### config.mk
export PLATFORM = sky130hd
export DESIGN_NAME = playseq_jogo_param
export DESIGN_NICKNAME = d
export VERILOG_FILES = /design/src/rtl/playseq_pkg.sv /design/src/rtl/playseq_ram_param.sv /design/src/rtl/playseq_jogo_param.sv
export SDC_FILE = /design/constraint.sdc
export NUM_CORES = 1
export LEC_CHECK = 0
export CAP_MARGIN = 25
export CELL_PAD_IN_SITES_DETAIL_PLACEMENT = 1
export CELL_PAD_IN_SITES_GLOBAL_PLACEMENT = 2
export CORE_AREA = 2 2 145 147
export DETAILED_ROUTE_END_ITERATION = 6
export DIE_AREA = 0 0 147 149
export PLACE_DENSITY_LB_ADDON = 0.1
export SETUP_SLACK_MARGIN = 0.4
export SYNTH_ARGS = -nofsm -noshare
export SYNTH_HDL_FRONTEND = slang
export SYNTH_SLANG_ARGS = --single-unit
### constraint.sdc
create_clock -name clock -period 3.3 [get_ports clock]
set_input_delay 0.66 -clock clock [delete_from_list [all_inputs] [get_ports clock]]
set_output_delay 0.66 -clock clock [all_outputs]
set_load 0.02 [all_outputs]
### src/rtl/playseq_pkg.sv
// Shared definitions for the PlaySeq game: state encoding, LFSR polynomial and default seed.
package playseq_pkg;

  typedef enum logic [4:0] {
    INICIAL     = 5'd0,
    GERA        = 5'd1,
    MOSTRA      = 5'd2,
    PAUSA       = 5'd3,
    ESPERA      = 5'd4,
    COMPARA     = 5'd5,
    FIM_RODADA  = 5'd6,
    ESCREVE     = 5'd7,
    FIM_GANHOU  = 5'd8,
    FIM_PERDEU  = 5'd9,
    FIM_TIMEOUT = 5'd10
  } estado_t;

  localparam logic [15:0] SEMENTE_PADRAO = 16'hACE1;

  // Right-shifting Fibonacci form of x^16+x^14+x^13+x^11+1: feedback from bits 0,2,3,5.
  localparam logic [15:0] LFSR_TAPS = 16'h002D;

  function automatic logic [15:0] lfsr_passo(input logic [15:0] s);
    return {^(s & LFSR_TAPS), s[15:1]};
  endfunction

endpackage

### src/rtl/playseq_ram_param.sv
// Sequence memory: PROF entries of one-hot moves, synchronous write, asynchronous read.
module playseq_ram_param #(
  parameter int PROF = 16,
  parameter int LARG = 4
) (
  input  logic                    clock,
  input  logic                    we,
  input  logic [$clog2(PROF)-1:0] waddr,
  input  logic [LARG-1:0]         wdata,
  input  logic [$clog2(PROF)-1:0] raddr,
  output logic [LARG-1:0]         rdata
);

  logic [LARG-1:0] mem [PROF];

  always_ff @(posedge clock) begin
    if (we) mem[waddr] <= wdata;
  end

  assign rdata = mem[raddr];

endmodule

### src/rtl/playseq_jogo_param.sv
// Simon-style game core: LFSR sequence generation, preview, player echo, append mode,
// move timeout and saturating win/loss scoreboards.
module playseq_jogo_param
  import playseq_pkg::*;
#(
  parameter int N_BOTOES  = 4,
  parameter int PROF      = 16,
  parameter int T_TIMEOUT = 5000,
  parameter int T_LED     = 1000,
  parameter int W_PLACAR  = 4
) (
  input  logic                    clock,
  input  logic                    reset,
  input  logic                    jogar,
  input  logic [N_BOTOES-1:0]     botoes,
  input  logic [1:0]              nivel,
  input  logic                    modo_escrita,
  input  logic                    ignora_timeout,
  input  logic [15:0]             semente,
  input  logic                    zera_placar,
  output logic [N_BOTOES-1:0]     leds,
  output logic                    ganhou,
  output logic                    perdeu,
  output logic                    timeout,
  output logic                    pronto,
  output logic [W_PLACAR-1:0]     vitorias,
  output logic [W_PLACAR-1:0]     derrotas,
  output logic [4:0]              db_estado,
  output logic [$clog2(PROF)-1:0] db_rodada,
  output logic [N_BOTOES-1:0]     db_esperado
);

  localparam int NB = $clog2(N_BOTOES);
  localparam int WP = $clog2(PROF);
  localparam int TW = $clog2(T_TIMEOUT + 1);
  localparam int LW = $clog2(T_LED + 1);

  estado_t             state_reg, state_next;
  logic [WP-1:0]       r_reg, r_next, e_reg, e_next, g_reg, g_next;
  logic [15:0]         lfsr_reg, lfsr_next;
  logic [1:0]          nivel_reg, nivel_next;
  logic                modo_reg, modo_next;
  logic [TW-1:0]       timer_reg, timer_next;
  logic [LW-1:0]       led_cnt_reg, led_cnt_next;
  logic                ant_reg;
  logic [N_BOTOES-1:0] move_reg;
  logic [W_PLACAR-1:0] vitorias_reg, derrotas_reg;

  logic                we;
  logic [WP-1:0]       waddr;
  logic [N_BOTOES-1:0] wdata, esperado, lfsr_onehot;
  logic                valid, timer_fim, led_fim;
  logic [WP:0]         alvo, r_mais;

  playseq_ram_param #(.PROF(PROF), .LARG(N_BOTOES)) u_ram (
    .clock (clock),
    .we    (we),
    .waddr (waddr),
    .wdata (wdata),
    .raddr (e_reg),
    .rdata (esperado)
  );

  // A move counts only on the rising edge of "any button"; holding a button never repeats it.
  assign valid       = (|botoes) && !ant_reg;
  assign timer_fim   = !ignora_timeout && (timer_reg == TW'(T_TIMEOUT - 1));
  assign led_fim     = (led_cnt_reg == LW'(T_LED - 1));
  assign lfsr_onehot = {{(N_BOTOES-1){1'b0}}, 1'b1} << lfsr_reg[NB-1:0];
  assign alvo        = (WP+1)'((int'(nivel_reg) + 1) * (PROF / 4));
  assign r_mais      = {1'b0, r_reg} + (WP+1)'(1);

  always_comb begin
    state_next = state_reg;
    r_next     = r_reg;
    e_next     = e_reg;
    g_next     = g_reg;
    lfsr_next  = lfsr_reg;
    nivel_next = nivel_reg;
    modo_next  = modo_reg;
    we         = 1'b0;
    waddr      = g_reg;
    wdata      = lfsr_onehot;
    leds       = '0;
    case (state_reg)
      INICIAL, FIM_GANHOU, FIM_PERDEU, FIM_TIMEOUT: begin
        if (jogar) begin
          state_next = GERA;
          nivel_next = nivel;
          modo_next  = modo_escrita;
          lfsr_next  = (semente == 16'd0) ? SEMENTE_PADRAO : semente;
          g_next     = '0;
          r_next     = '0;
          e_next     = '0;
        end
      end
      GERA: begin
        we        = !modo_reg || (g_reg == '0);
        lfsr_next = lfsr_passo(lfsr_reg);
        g_next    = g_reg + WP'(1);
        if (g_reg == WP'(PROF - 1)) state_next = MOSTRA;
      end
      MOSTRA: begin
        leds = esperado;
        if (led_fim) state_next = PAUSA;
      end
      PAUSA: begin
        if (led_fim) begin
          if (e_reg < r_reg) begin
            e_next     = e_reg + WP'(1);
            state_next = MOSTRA;
          end else begin
            e_next     = '0;
            state_next = ESPERA;
          end
        end
      end
      ESPERA: begin
        leds = botoes;
        if (valid)          state_next = COMPARA;
        else if (timer_fim) state_next = FIM_TIMEOUT;
      end
      COMPARA: begin
        // Stored moves are one-hot, so a multi-bit press always lands here as a mismatch.
        if (move_reg != esperado) begin
          state_next = FIM_PERDEU;
        end else if (e_reg < r_reg) begin
          e_next     = e_reg + WP'(1);
          state_next = ESPERA;
        end else begin
          state_next = FIM_RODADA;
        end
      end
      FIM_RODADA: begin
        if (r_mais == alvo) begin
          state_next = FIM_GANHOU;
        end else if (modo_reg) begin
          state_next = ESCREVE;
        end else begin
          r_next     = r_reg + WP'(1);
          e_next     = '0;
          state_next = MOSTRA;
        end
      end
      ESCREVE: begin
        leds = botoes;
        if (valid) begin
          if ($onehot(botoes)) begin
            we         = 1'b1;
            waddr      = r_reg + WP'(1);
            wdata      = botoes;
            r_next     = r_reg + WP'(1);
            e_next     = '0;
            state_next = MOSTRA;
          end else begin
            state_next = FIM_PERDEU;
          end
        end else if (timer_fim) begin
          state_next = FIM_TIMEOUT;
        end
      end
      default: state_next = INICIAL;
    endcase
  end

  // Both counters restart whenever their state is (re-)entered.
  always_comb begin
    timer_next = '0;
    if ((state_reg == ESPERA || state_reg == ESCREVE) && state_next == state_reg)
      timer_next = ignora_timeout ? timer_reg : timer_reg + TW'(1);
  end

  always_comb begin
    led_cnt_next = '0;
    if ((state_reg == MOSTRA || state_reg == PAUSA) && state_next == state_reg)
      led_cnt_next = led_cnt_reg + LW'(1);
  end

  always_ff @(posedge clock or posedge reset) begin
    if (reset) begin
      state_reg   <= INICIAL;
      r_reg       <= '0;
      e_reg       <= '0;
      g_reg       <= '0;
      lfsr_reg    <= SEMENTE_PADRAO;
      nivel_reg   <= '0;
      modo_reg    <= 1'b0;
      timer_reg   <= '0;
      led_cnt_reg <= '0;
      ant_reg     <= 1'b0;
      move_reg    <= '0;
    end else begin
      state_reg   <= state_next;
      r_reg       <= r_next;
      e_reg       <= e_next;
      g_reg       <= g_next;
      lfsr_reg    <= lfsr_next;
      nivel_reg   <= nivel_next;
      modo_reg    <= modo_next;
      timer_reg   <= timer_next;
      led_cnt_reg <= led_cnt_next;
      ant_reg     <= |botoes;
      if (valid) move_reg <= botoes;
    end
  end

  logic entra_ganhou, entra_perda;
  assign entra_ganhou = (state_next == FIM_GANHOU) && (state_reg != FIM_GANHOU);
  assign entra_perda  = ((state_next == FIM_PERDEU) || (state_next == FIM_TIMEOUT)) &&
                        (state_reg != state_next);

  always_ff @(posedge clock or posedge reset) begin
    if (reset) begin
      vitorias_reg <= '0;
      derrotas_reg <= '0;
    end else if (zera_placar) begin
      vitorias_reg <= '0;
      derrotas_reg <= '0;
    end else begin
      if (entra_ganhou && vitorias_reg != '1) vitorias_reg <= vitorias_reg + W_PLACAR'(1);
      if (entra_perda  && derrotas_reg != '1) derrotas_reg <= derrotas_reg + W_PLACAR'(1);
    end
  end

  assign ganhou      = (state_reg == FIM_GANHOU);
  assign perdeu      = (state_reg == FIM_PERDEU) || (state_reg == FIM_TIMEOUT);
  assign timeout     = (state_reg == FIM_TIMEOUT);
  assign pronto      = ganhou || perdeu;
  assign vitorias    = vitorias_reg;
  assign derrotas    = derrotas_reg;
  assign db_estado   = state_reg;
  assign db_rodada   = r_reg;
  assign db_esperado = esperado;

endmodule

==> summary.txt <==
Finish
  • Most frequent cells in the layout: 97 x buf_4, 64 x edfxtp_1, 62 x dfrtp_1
  • Fin area: 10200 um^2
  • Area grow syn2layout: 45.1%
  • N_diodes: 0
  • Final #Nets: 846
  • Layout cells sized above 1: 39.4%
  • Most common cell after layout, fill and taps aside: buf_4
  • Max FFs per register: 64

Routing
  • Via count: 5736
  • Final wirelength: 21900 um
  • Post-route DRC: 0
  • WL per Instance: 20.1 um
  • Via/cell ratio: 5.26
  • Initial DRC count: 266
  • First-pass iteration count of the detailed router: 4
  • Number of routed nets with antenna violations: 0

Timing
  • Setup ws final: -318 ps
  • Period minus WS final: 3620 ps
  • Clock Skew: 8.47 ps
  • Setup TNS: -6850 ps
  • Hold slack final: 479 ps
  • Unrepaired setup endpoints after global routing: true
  • Final Setup Violations: 56
  • Max-slew violations: 0
  • Peak Freq: 276 MHz
  • Final hold violations: 0
  • Max_slew headroom: 59.3%
  • Final period utilization: 110%
  • Worst-Margin Slew: 606 ps

Critical path
  • Worst EP required: 2640 ps
  • Critical Path Start Type: primary input
  • Max stage delay on crit path: 540 ps
  • Slowest cell on the critical path: or4_4
  • Arr. time, crit path: 2960 ps
  • CP endpoint kind: output pin
  • Crit path max fanout: 6
  • Ordered cell list for the critical path: clkdlybuf4s50_1, nand3b_1, or4_4, o2111a_1, a31o_4, o31ai_4, buf_12, nor2_4, buf_6
  • WS Path Type: in -> out

Pwr
  • Max rail drop VDD: 0.342 mV
  • PwrDens: 451 nW/um^2
  • Final Power: 4600 uW
  • P_leak: 0.00379 uW

Clock tree
  • Hold buffers post-CTS: 0
  • Clock Sinks: 136
  • Clock root buffer: clkbuf_16
  • CTS tree: yes
  • Clock Path Buffers: 2
  • H-tree depth: 4
  • Clk Latency, worst-skew pair: 430 ps
  • Worst-path clk slew: 60 ps
  • Cts bufs inserted: 17

Yosys
  • Mapped Area: 7040 um^2
  • Top_reg_cell synth: edfxtp_1
  • Yosys reg bits: 136
  • Synth cell types: 74
  • Post-synth EDFFs: 64
  • Yosys warns: 0
  • Mapped Cells: 631
  • Synth Area per Inst: 11.2 um^2
  • Async SR Flop Fraction: 52.9%
  • Syn Nets: 675
  • Post-synthesis sequential area ratio: 53.0%

Floorplanning
  • Die Y: 149 um
  • DIE WIDTH: 147 um
  • Initial Utilization: 34.2%
  • Total Die Area: 21900 um^2
  • Num ports: 57
  • Row count: 53
  • Core area: 20600 um^2

Outcome
  • Status: finished with violations
  • Failing checks: setup timing

Placed design
  • Routability cong.: 0.802
  • PortBufs: 56
  • Pre-CTS WS: -1300 ps
  • Placement Cell Area: 8780 um^2
  • HPWL Detailed: 15400 um

Global route
  • Grt total ovfl: 0
  • Global-route wire length before repair: 34800 um
  • GRT Total Usage: 20.7%
  • Vias in the first global route: 6119
  • Largest net degree at the start of global routing: 73
  • Initial antenna violation count: 0

Job
  • Max-Cap Viols: 0

Hold path
  • Worst Hold Class: reg -> reg
-- through the flow --
step / std cells / utilization, %
2_1_floorplan: 631 / -
3_3_place_gp: 1030 / 42.7
3_5_place_dp: 1030 / 42.7
4_1_cts: 1073 / 47.6
5_1_grt: 1090 / 49.7
6_report: 1090 / 49.7
-- cells in the mapped netlist (7+ instances only) --
library cell / n / area, um^2
xor2_1: 18 / 158
mux4_2: 16 / 360
dfstp_2: 8 / 210
clkbuf_1: 15 / 56.3
a221oi_1: 7 / 61.3
o22ai_1: 10 / 62.6
nand3_1: 22 / 110
nor3b_1: 7 / 52.6
a31oi_1: 8 / 50.1
a21oi_1: 14 / 70.1
dfrtp_1: 64 / 1600
inv_1: 19 / 71.3
nor3_1: 8 / 40.0
nand2_1: 56 / 210
mux2i_1: 16 / 160
nor2_1: 90 / 338
nand4_1: 9 / 56.3
xnor2_1: 18 / 158
ha_1: 15 / 188
o21ai_0: 39 / 195
edfxtp_1: 64 / 1920
-- power breakdown --
group	internal [uW]	switching [uW]	leakage, uW
sequential	1900	94.3	0.00151
combinational	337	421	0.00200
clock	1050	804	0.000274
-- area by class of cell --
class	count	area (um^2)
inverter	19	83.8
clock inverter	15	141
clock buffer	17	425
fill	2175	10300
timing repair buffer	176	1620
sequential	136	3740
tap	275	344
multi-input combinational	452	3860
-- critical path: cells and delay by family --
kind	cells	cell delay (ps)
and+or+nand+nor	3	770
buffers and inverters	3	750
AOI/OAI and AO/OA	3	790
-- path summary, 6_finish.rpt --
| path | from | cells past startpoint | endpoint | slack, ps |
|---|---|---|---|---|
| worst min-delay path | led_cnt_reg[0] | 1 | led_cnt_reg[0] | 480 |
| min in group asynchronous | reset | 3 | modo_reg | 640 |
| worst max-delay path | ignora_timeout | 9 | ganhou | -320 |
| worst min register to register | led_cnt_reg[0] | 1 | led_cnt_reg[0] | 480 |
| worst max register to register | timer_reg[11] | 10 | derrotas[3] | 10 |
| max in group asynchronous | reset | 3 | e_reg[2] | 2310 |
-- routing by layer --
metal	up-vias	global-route usage [%]	share of wire (%)
li1	2700	-	-
met1	2929	27.9	46
met2	81	34.2	49
met3	26	3.82	2.6
met4	0	6.68	1.7
met5	-	0	0
-- cells by family (layout without fill, tap and decap cells) --
kind of cell    count (synthesis)  count (layout)  synth area share, %
simple gates                  244             245                 16.8
other cells                     1               1               0.0533
compound gates                113             116                 11.2
buf+inv                        47             227                 2.99
xor+xnor                       37              37                 4.80
fa+ha+maj                      17              17                 3.09
mux                            36              36                 8.03
flops                         136             136                 53.0
-- timing repair --
item                       in CTS  in global routing
resized for setup             158                 80
setup buffers                   8                 15
pin swaps                      45                 49
cloned                          3                  2
setup endpoints to repair     172                172
No activity file was read; power rests on OpenSTA's default activity.
